**config.mk**
```make
export PLATFORM = sky130hd
export DESIGN_NAME = dec24_pipe_flat
export DESIGN_NICKNAME = d
export VERILOG_FILES = /design/src/rtl/dec24_pkg.sv /design/src/rtl/dec24_pipe_if.sv /design/src/rtl/dec24_fifo.sv /design/src/rtl/dec24_pipe.sv /design/src/flat_wrapper.sv
export SDC_FILE = /design/constraint.sdc
export NUM_CORES = 1
export LEC_CHECK = 0
export ABC_AREA = 1
export CORE_MARGIN = 2
export CORE_UTILIZATION = 54
export DETAILED_ROUTE_END_ITERATION = 7
export PLACE_DENSITY = 0.83
export SETUP_SLACK_MARGIN = 0.02
export SLEW_MARGIN = 25
export SYNTH_ARGS = -nofsm -noshare
export SYNTH_HDL_FRONTEND = slang
export SYNTH_SLANG_ARGS = --single-unit
```
**constraint.sdc**
```tcl
create_clock -name clk -period 2.68 [get_ports clk]
set_clock_uncertainty 0.2 [all_clocks]
set_input_delay 0.536 -clock clk [delete_from_list [all_inputs] [get_ports clk]]
set_output_delay 0.536 -clock clk [all_outputs]
set_load 0.02 [all_outputs]
```
**src/rtl/dec24_pkg.sv**
```systemverilog
// Shared types and helpers for the dec24_pipe 2-to-4 decoder pipeline.
// Holds the controller state enum, default sizing and the decode function.
package dec24_pkg;

   typedef enum logic [0:0] {
      IDLE = 1'b0,
      SCAN = 1'b1
   } state_t;

   localparam int DEF_DEPTH = 2;
   localparam int DEF_CNT_W = 8;

   function automatic logic [3:0] code2onehot(input logic [1:0] code, input logic en);
      code2onehot = en ? (4'b0001 << code) : 4'b0000;
   endfunction

endpackage

```
**src/rtl/dec24_pipe_if.sv**
```systemverilog
// Handshake bundle between the decoder pipeline and its producer/consumer.
// The slave side is the pipeline; the master side drives beats and drains output.
interface dec24_pipe_if #(
   parameter int CNT_W = 8
);
   logic             in_valid;
   logic             in_ready;
   logic [1:0]       in_code;
   logic             in_en;
   logic             scan_start;
   logic             scan_busy;
   logic             out_valid;
   logic             out_ready;
   logic [3:0]       out_onehot;
   logic [CNT_W-1:0] beat_cnt;

   modport slave (
      input  in_valid, in_code, in_en, scan_start, out_ready,
      output in_ready, scan_busy, out_valid, out_onehot, beat_cnt
   );

   modport master (
      output in_valid, in_code, in_en, scan_start, out_ready,
      input  in_ready, scan_busy, out_valid, out_onehot, beat_cnt
   );
endinterface

```
**src/rtl/dec24_fifo.sv**
```systemverilog
// Synchronous FIFO holding decoded 4-bit words; DEPTH must be a power of two.
// Pushes while full and pops while empty are dropped so the pointers stay coherent.
module dec24_fifo
   import dec24_pkg::*;
#(
   parameter int DEPTH = DEF_DEPTH
) (
   input  logic       clk,
   input  logic       rst,
   input  logic       push,
   input  logic [3:0] push_data,
   input  logic       pop,
   output logic [3:0] head,
   output logic       full,
   output logic       empty
);
   localparam int AW = $clog2(DEPTH);

   logic [3:0]    mem [DEPTH];
   logic [AW-1:0] wr_ptr;
   logic [AW-1:0] rd_ptr;
   logic [AW:0]   count;
   logic          do_push;
   logic          do_pop;

   assign full    = (count == (AW+1)'(DEPTH));
   assign empty   = (count == '0);
   assign do_push = push && !full;
   assign do_pop  = pop && !empty;
   assign head    = mem[rd_ptr];

   always_ff @(posedge clk) begin
      if (do_push) begin
         mem[wr_ptr] <= push_data;
      end
   end

   always_ff @(posedge clk) begin
      if (rst) begin
         wr_ptr <= '0;
         rd_ptr <= '0;
         count  <= '0;
      end else begin
         if (do_push) wr_ptr <= wr_ptr + 1'b1;
         if (do_pop)  rd_ptr <= rd_ptr + 1'b1;
         case ({do_push, do_pop})
            2'b10:   count <= count + 1'b1;
            2'b01:   count <= count - 1'b1;
            default: count <= count;
         endcase
      end
   end
endmodule

```
**src/rtl/dec24_pipe.sv**
```systemverilog
// 2-to-4 one-hot decoder feeding an output FIFO, with a scan mode that emits
// every one-hot word in order. Counts delivered output beats.
//
// state | meaning
// IDLE  | accepting external beats; scan_start launches a scan
// SCAN  | pushing 0001,0010,0100,1000 as space allows; external input held off
module dec24_pipe
   import dec24_pkg::*;
#(
   parameter int DEPTH = DEF_DEPTH,
   parameter int CNT_W = DEF_CNT_W
) (
   input logic          clk,
   input logic          rst,
   dec24_pipe_if.slave  bus
);
   state_t           state_q, state_d;
   logic [1:0]       idx_q, idx_d;
   logic [CNT_W-1:0] cnt_q;
   logic             full, empty;
   logic [3:0]       head;
   logic             in_ready;
   logic             ext_push, scan_push, push, pop;
   logic [3:0]       push_data;

   // rst is folded in so no beat is acknowledged while the FIFO is being cleared
   assign in_ready  = (state_q == IDLE) && !full && !rst;
   assign ext_push  = bus.in_valid && in_ready;
   assign scan_push = (state_q == SCAN) && !full;
   assign push      = ext_push || scan_push;
   assign push_data = scan_push ? (4'b0001 << idx_q) : code2onehot(bus.in_code, bus.in_en);
   assign pop       = !empty && bus.out_ready;

   dec24_fifo #(.DEPTH(DEPTH)) u_fifo (
      .clk       (clk),
      .rst       (rst),
      .push      (push),
      .push_data (push_data),
      .pop       (pop),
      .head      (head),
      .full      (full),
      .empty     (empty)
   );

   always_comb begin
      state_d = state_q;
      idx_d   = idx_q;
      case (state_q)
         IDLE: begin
            if (bus.scan_start) begin
               state_d = SCAN;
               idx_d   = 2'd0;
            end
         end
         SCAN: begin
            if (!full) begin
               idx_d = idx_q + 2'd1;
               if (idx_q == 2'd3) state_d = IDLE;
            end
         end
         default: state_d = IDLE;
      endcase
   end

   always_ff @(posedge clk) begin
      if (rst) begin
         state_q <= IDLE;
         idx_q   <= 2'd0;
         cnt_q   <= '0;
      end else begin
         state_q <= state_d;
         idx_q   <= idx_d;
         if (pop) cnt_q <= cnt_q + 1'b1;
      end
   end

   assign bus.in_ready   = in_ready;
   assign bus.scan_busy  = (state_q == SCAN);
   assign bus.out_valid  = !empty;
   assign bus.out_onehot = empty ? 4'b0000 : head;
   assign bus.beat_cnt   = cnt_q;
endmodule

```
**src/flat_wrapper.sv**
```systemverilog
// flat-port wrapper written by rule: the top's interface ports become plain ports
module dec24_pipe_flat import dec24_pkg::*;
#(
   parameter int DEPTH = DEF_DEPTH,
   parameter int CNT_W = DEF_CNT_W
)
  (clk, rst, bus_in_valid, bus_in_code, bus_in_en, bus_scan_start, bus_out_ready, bus_in_ready, bus_scan_busy, bus_out_valid, bus_out_onehot, bus_beat_cnt);
  dec24_pipe_if #(.CNT_W(CNT_W)) bus_i ();
  input logic clk;
  input logic rst;
  input wire logic [$bits(bus_i.in_valid)-1:0] bus_in_valid;
  input wire logic [$bits(bus_i.in_code)-1:0] bus_in_code;
  input wire logic [$bits(bus_i.in_en)-1:0] bus_in_en;
  input wire logic [$bits(bus_i.scan_start)-1:0] bus_scan_start;
  input wire logic [$bits(bus_i.out_ready)-1:0] bus_out_ready;
  output wire logic [$bits(bus_i.in_ready)-1:0] bus_in_ready;
  output wire logic [$bits(bus_i.scan_busy)-1:0] bus_scan_busy;
  output wire logic [$bits(bus_i.out_valid)-1:0] bus_out_valid;
  output wire logic [$bits(bus_i.out_onehot)-1:0] bus_out_onehot;
  output wire logic [$bits(bus_i.beat_cnt)-1:0] bus_beat_cnt;
  assign bus_i.in_valid = bus_in_valid;
  assign bus_i.in_code = bus_in_code;
  assign bus_i.in_en = bus_in_en;
  assign bus_i.scan_start = bus_scan_start;
  assign bus_i.out_ready = bus_out_ready;
  assign bus_in_ready = bus_i.in_ready;
  assign bus_scan_busy = bus_i.scan_busy;
  assign bus_out_valid = bus_i.out_valid;
  assign bus_out_onehot = bus_i.out_onehot;
  assign bus_beat_cnt = bus_i.beat_cnt;
  dec24_pipe #(.DEPTH(DEPTH), .CNT_W(CNT_W)) u_core (.clk(clk), .rst(rst), .bus(bus_i));
endmodule
```
==> summary.txt <==
CTS
  – Post-CTS Setup Bufs: 0
  – H-tree lvl count: 1
  – Root Buffer: clkbuf_4
  – Hold_buf cts: 0
  – CTS tree: yes
  – TritonCTS Sinks: 24
  – Reg clk slew, reported paths: 0.13 ns
  – Clock insertion delay at the later pin of the skew report: 0.32 ns
  – Clock buffer depth: 2
  – CTS Buf Count: 3

Final layout
  – # fillers: 148
  – Design area: 1480 µm²
  – Share of layout cells above drive strength 1: 6.82%
  – Final Net Count: 191
  – Layout area overhead: 26.3%
  – Antenna cells: 0

GRT
  – Vias in the first global route: 938
  – First-pass GRT wire length: 3.87 mm
  – Largest net degree at the start of global routing: 15
  – Gr usage total: 19.6%
  – Initial antenna violation count: 0
  – GRT overflow: 0

Pwr
  – Leakage: 0.661 nW
  – PD cells: 755 nW/µm²
  – Max VDD drop: 0.000586 V

Placement
  – Port Buf Inserts: 22
  – Routability cong.: 0.809
  – Post-DP HPWL: 1.61 mm
  – Placed Area: 1430 µm²

Setup path
  – Req. time, crit path: 1.94 ns
  – CP Data Arrival Time: 1.68 ns
  – Crit Path Class: register to output pin
  – Crit start category: register
  – CP endpoint kind: output pin
  – Max FO, Critical Path: 7

Floorplan
  – Row cnt: 16
  – Core Footprint: 2000 µm²
  – I/O Pins: 23
  – Starting Density: 58.7%
  – Die Span Y: 50.6 µm
  – Die W: 50.6 µm
  – Die Area: 2560 µm²

Synthesis
  – Synth Cell Area: 1170 µm²
  – Leading area contributor after synthesis: dfxtp_1
  – Post-synthesis adder-cell area fraction: 6.39%
  – Ys async rst share: 0%
  – Post-Syn Nets: 164
  – Synth Area in Simple Gates: 24.3%
  – Most common cell in the netlist: nand2_1
  – Yosys top cell area share: 27.3%
  – Main combinational cell family by area after synthesis: simple AND/OR/NAND/NOR gates
  – #FFs+latches synth: 24
  – Post-Synth XOR/XNOR Area: 0.745%
  – Post-synthesis mux area share: 0%
  – Yosys cell types: 19
  – Commonest cells post-synth: nand2_1 (34), inv_1 (26), dfxtp_1 (16)
  – Ranking of synthesized cells by area: dfxtp_1 (27%), edfxtp_1 (20%), nand2_1 (11%)
  – Number of flops mapped to enable cells by yosys: 8
  – Mean Syn Cell Area: 7.83 µm²
  – Post-synthesis compound-gate area fraction: 11.3%
  – Number of synthesis warnings: 0
  – Synth Instances: 150
  – Synth Flop Type: dfxtp_1
  – Sequential area share after synthesis: 47.7%

Route
  – Drt via density: 4.92
  – Final WL: 2.15 mm
  – Final ANT Viol Nets: 0
  – Detailed-route via count: 999
  – Remaining DRCs: 0
  – DR iter-0 viols: 19
  – DRT Pass-1 Iters: 4
  – WL/cell: 10.6 µm

Timing
  – Max Clock Freq: 414 MHz
  – Setup TNS Final: 0 ns
  – Setup violators final: 0
  – Worst Max-Slew Pin Slew: 0.350 ns
  – Slew HR: 76.6%
  – Final min period: 2.41 ns
  – Final Max Slew Viols: 0
  – RSZ-0062 raised after global routing: no
  – Period utilization: 90.1%
  – Final Hold Fails: 0

Status
  – Status: complete, no violations

Run
  – Max-Cap Viols: 0

Hold path
  – Worst hold path class: register to register
[worst paths after layout]
path,startpoint,to,slack (ns),cells past startpoint
max,u_core.u_fifo.count[0],bus_out_onehot[0],0.27,3
min,u_core.u_fifo.rd_ptr,register,0.27,1
max reg2reg,u_core.u_fifo.count[0],u_core.u_fifo.count[1],0.80,8
min reg2reg,u_core.u_fifo.rd_ptr,register,0.27,1
[critical path, stage by stage (launching register included)]
cell and delay [ns]:
dfxtp_1 0.51, nor2_4 0.10, a21oi_1 0.13, clkdlybuf4s50_1 0.61
[metal layers]
layer / vias up / GRT usage (%) / share of wire (%)
li1: 537 / - / -
met1: 436 / 24.8 / 46
met2: 22 / 33.3 / 47
met3: 4 / 5.65 / 5.4
met4: 0 / 4.05 / 1.1
met5: - / 0 / 0
[per-stage QoR]
step	hold WS [ns]	total power [mW]	instances	setup WS (ns)	utilization, %
2_1_floorplan	0.231	0.730	150	0.855	-
3_3_place_gp	0.242	0.853	199	0.145	71.4
3_5_place_dp	0.251	0.868	199	0.139	71.4
4_1_cts	0.270	1.13	203	0.0647	74.0
5_1_grt	0.306	1.19	203	0.182	74.1
6_report	0.269	1.12	203	0.266	74.1
[final cells by class]
class / count / area (µm²) / area share (%)
Clock buffer: 3 / 22.5 / 1.52
Clock inverter: 1 / 30.0 / 2.02
Inverter: 26 / 97.6 / 6.58
Multi-Input combinational cell: 98 / 502 / 33.8
Sequential cell: 24 / 561 / 37.8
Tap cell: 27 / 33.8 / 2.28
Timing Repair Buffer: 24 / 238 / 16.0
[flip-flops by register name, indices dropped and copies added, names as in the netlist, named ones only]
name                  flops
u_core.idx_q              2
u_core.u_fifo.rd_ptr      1
u_core.bus.scan_busy      1
u_core.u_fifo.wr_ptr      1
u_core.u_fifo.count       2
u_core.bus.beat_cnt       8
u_core.u_fifo.mem         8
[layout by cell type, fill, tap and decap left out]
cell	netlist	final
bufinv_16	0	1
nand4_1	3	3
clkdlybuf4s50_1	0	21
nand3_1	6	6
a21oi_1	13	13
dfxtp_1	16	16
o21ai_0	10	10
inv_1	26	26
nor2_1	15	15
or2_2	1	1
nand2_1	34	34
nor2_4	2	2
clkbuf_4	0	3
edfxtp_1	8	8
nor3_1	1	1
nor2_2	3	3
buf_4	0	2
o211ai_1	1	1
dlymetal6s2s_1	0	1
o21ai_1	2	2
xor2_1	1	1
ha_1	6	6
[timing repair]
action / CTS / global route
setup endpoints to repair: 0 / 1
hold endpoints to repair: 0 / 0
resized for setup: 0 / 1
[kinds of logic (layout without fill, tap and decap cells)]
| kind of cell | after synthesis | after routing |
|---|---|---|
| adders and majority gates | 6 | 6 |
| AOI/OAI and AO/OA | 26 | 26 |
| xor gates and xnor gates | 1 | 1 |
| buffers and inverters | 28 | 54 |
| DFF | 24 | 24 |
| and+or+nand+nor | 65 | 65 |
[where the power goes]
group / total, mW / internal (mW) / switching (mW)
logic: 0.375 / 0.157 / 0.219
clock network: 0.261 / 0.151 / 0.109
registers: 0.485 / 0.437 / 0.0478
total: 1.12 / 0.745 / 0.376
Power figures use the tool's default switching activity.
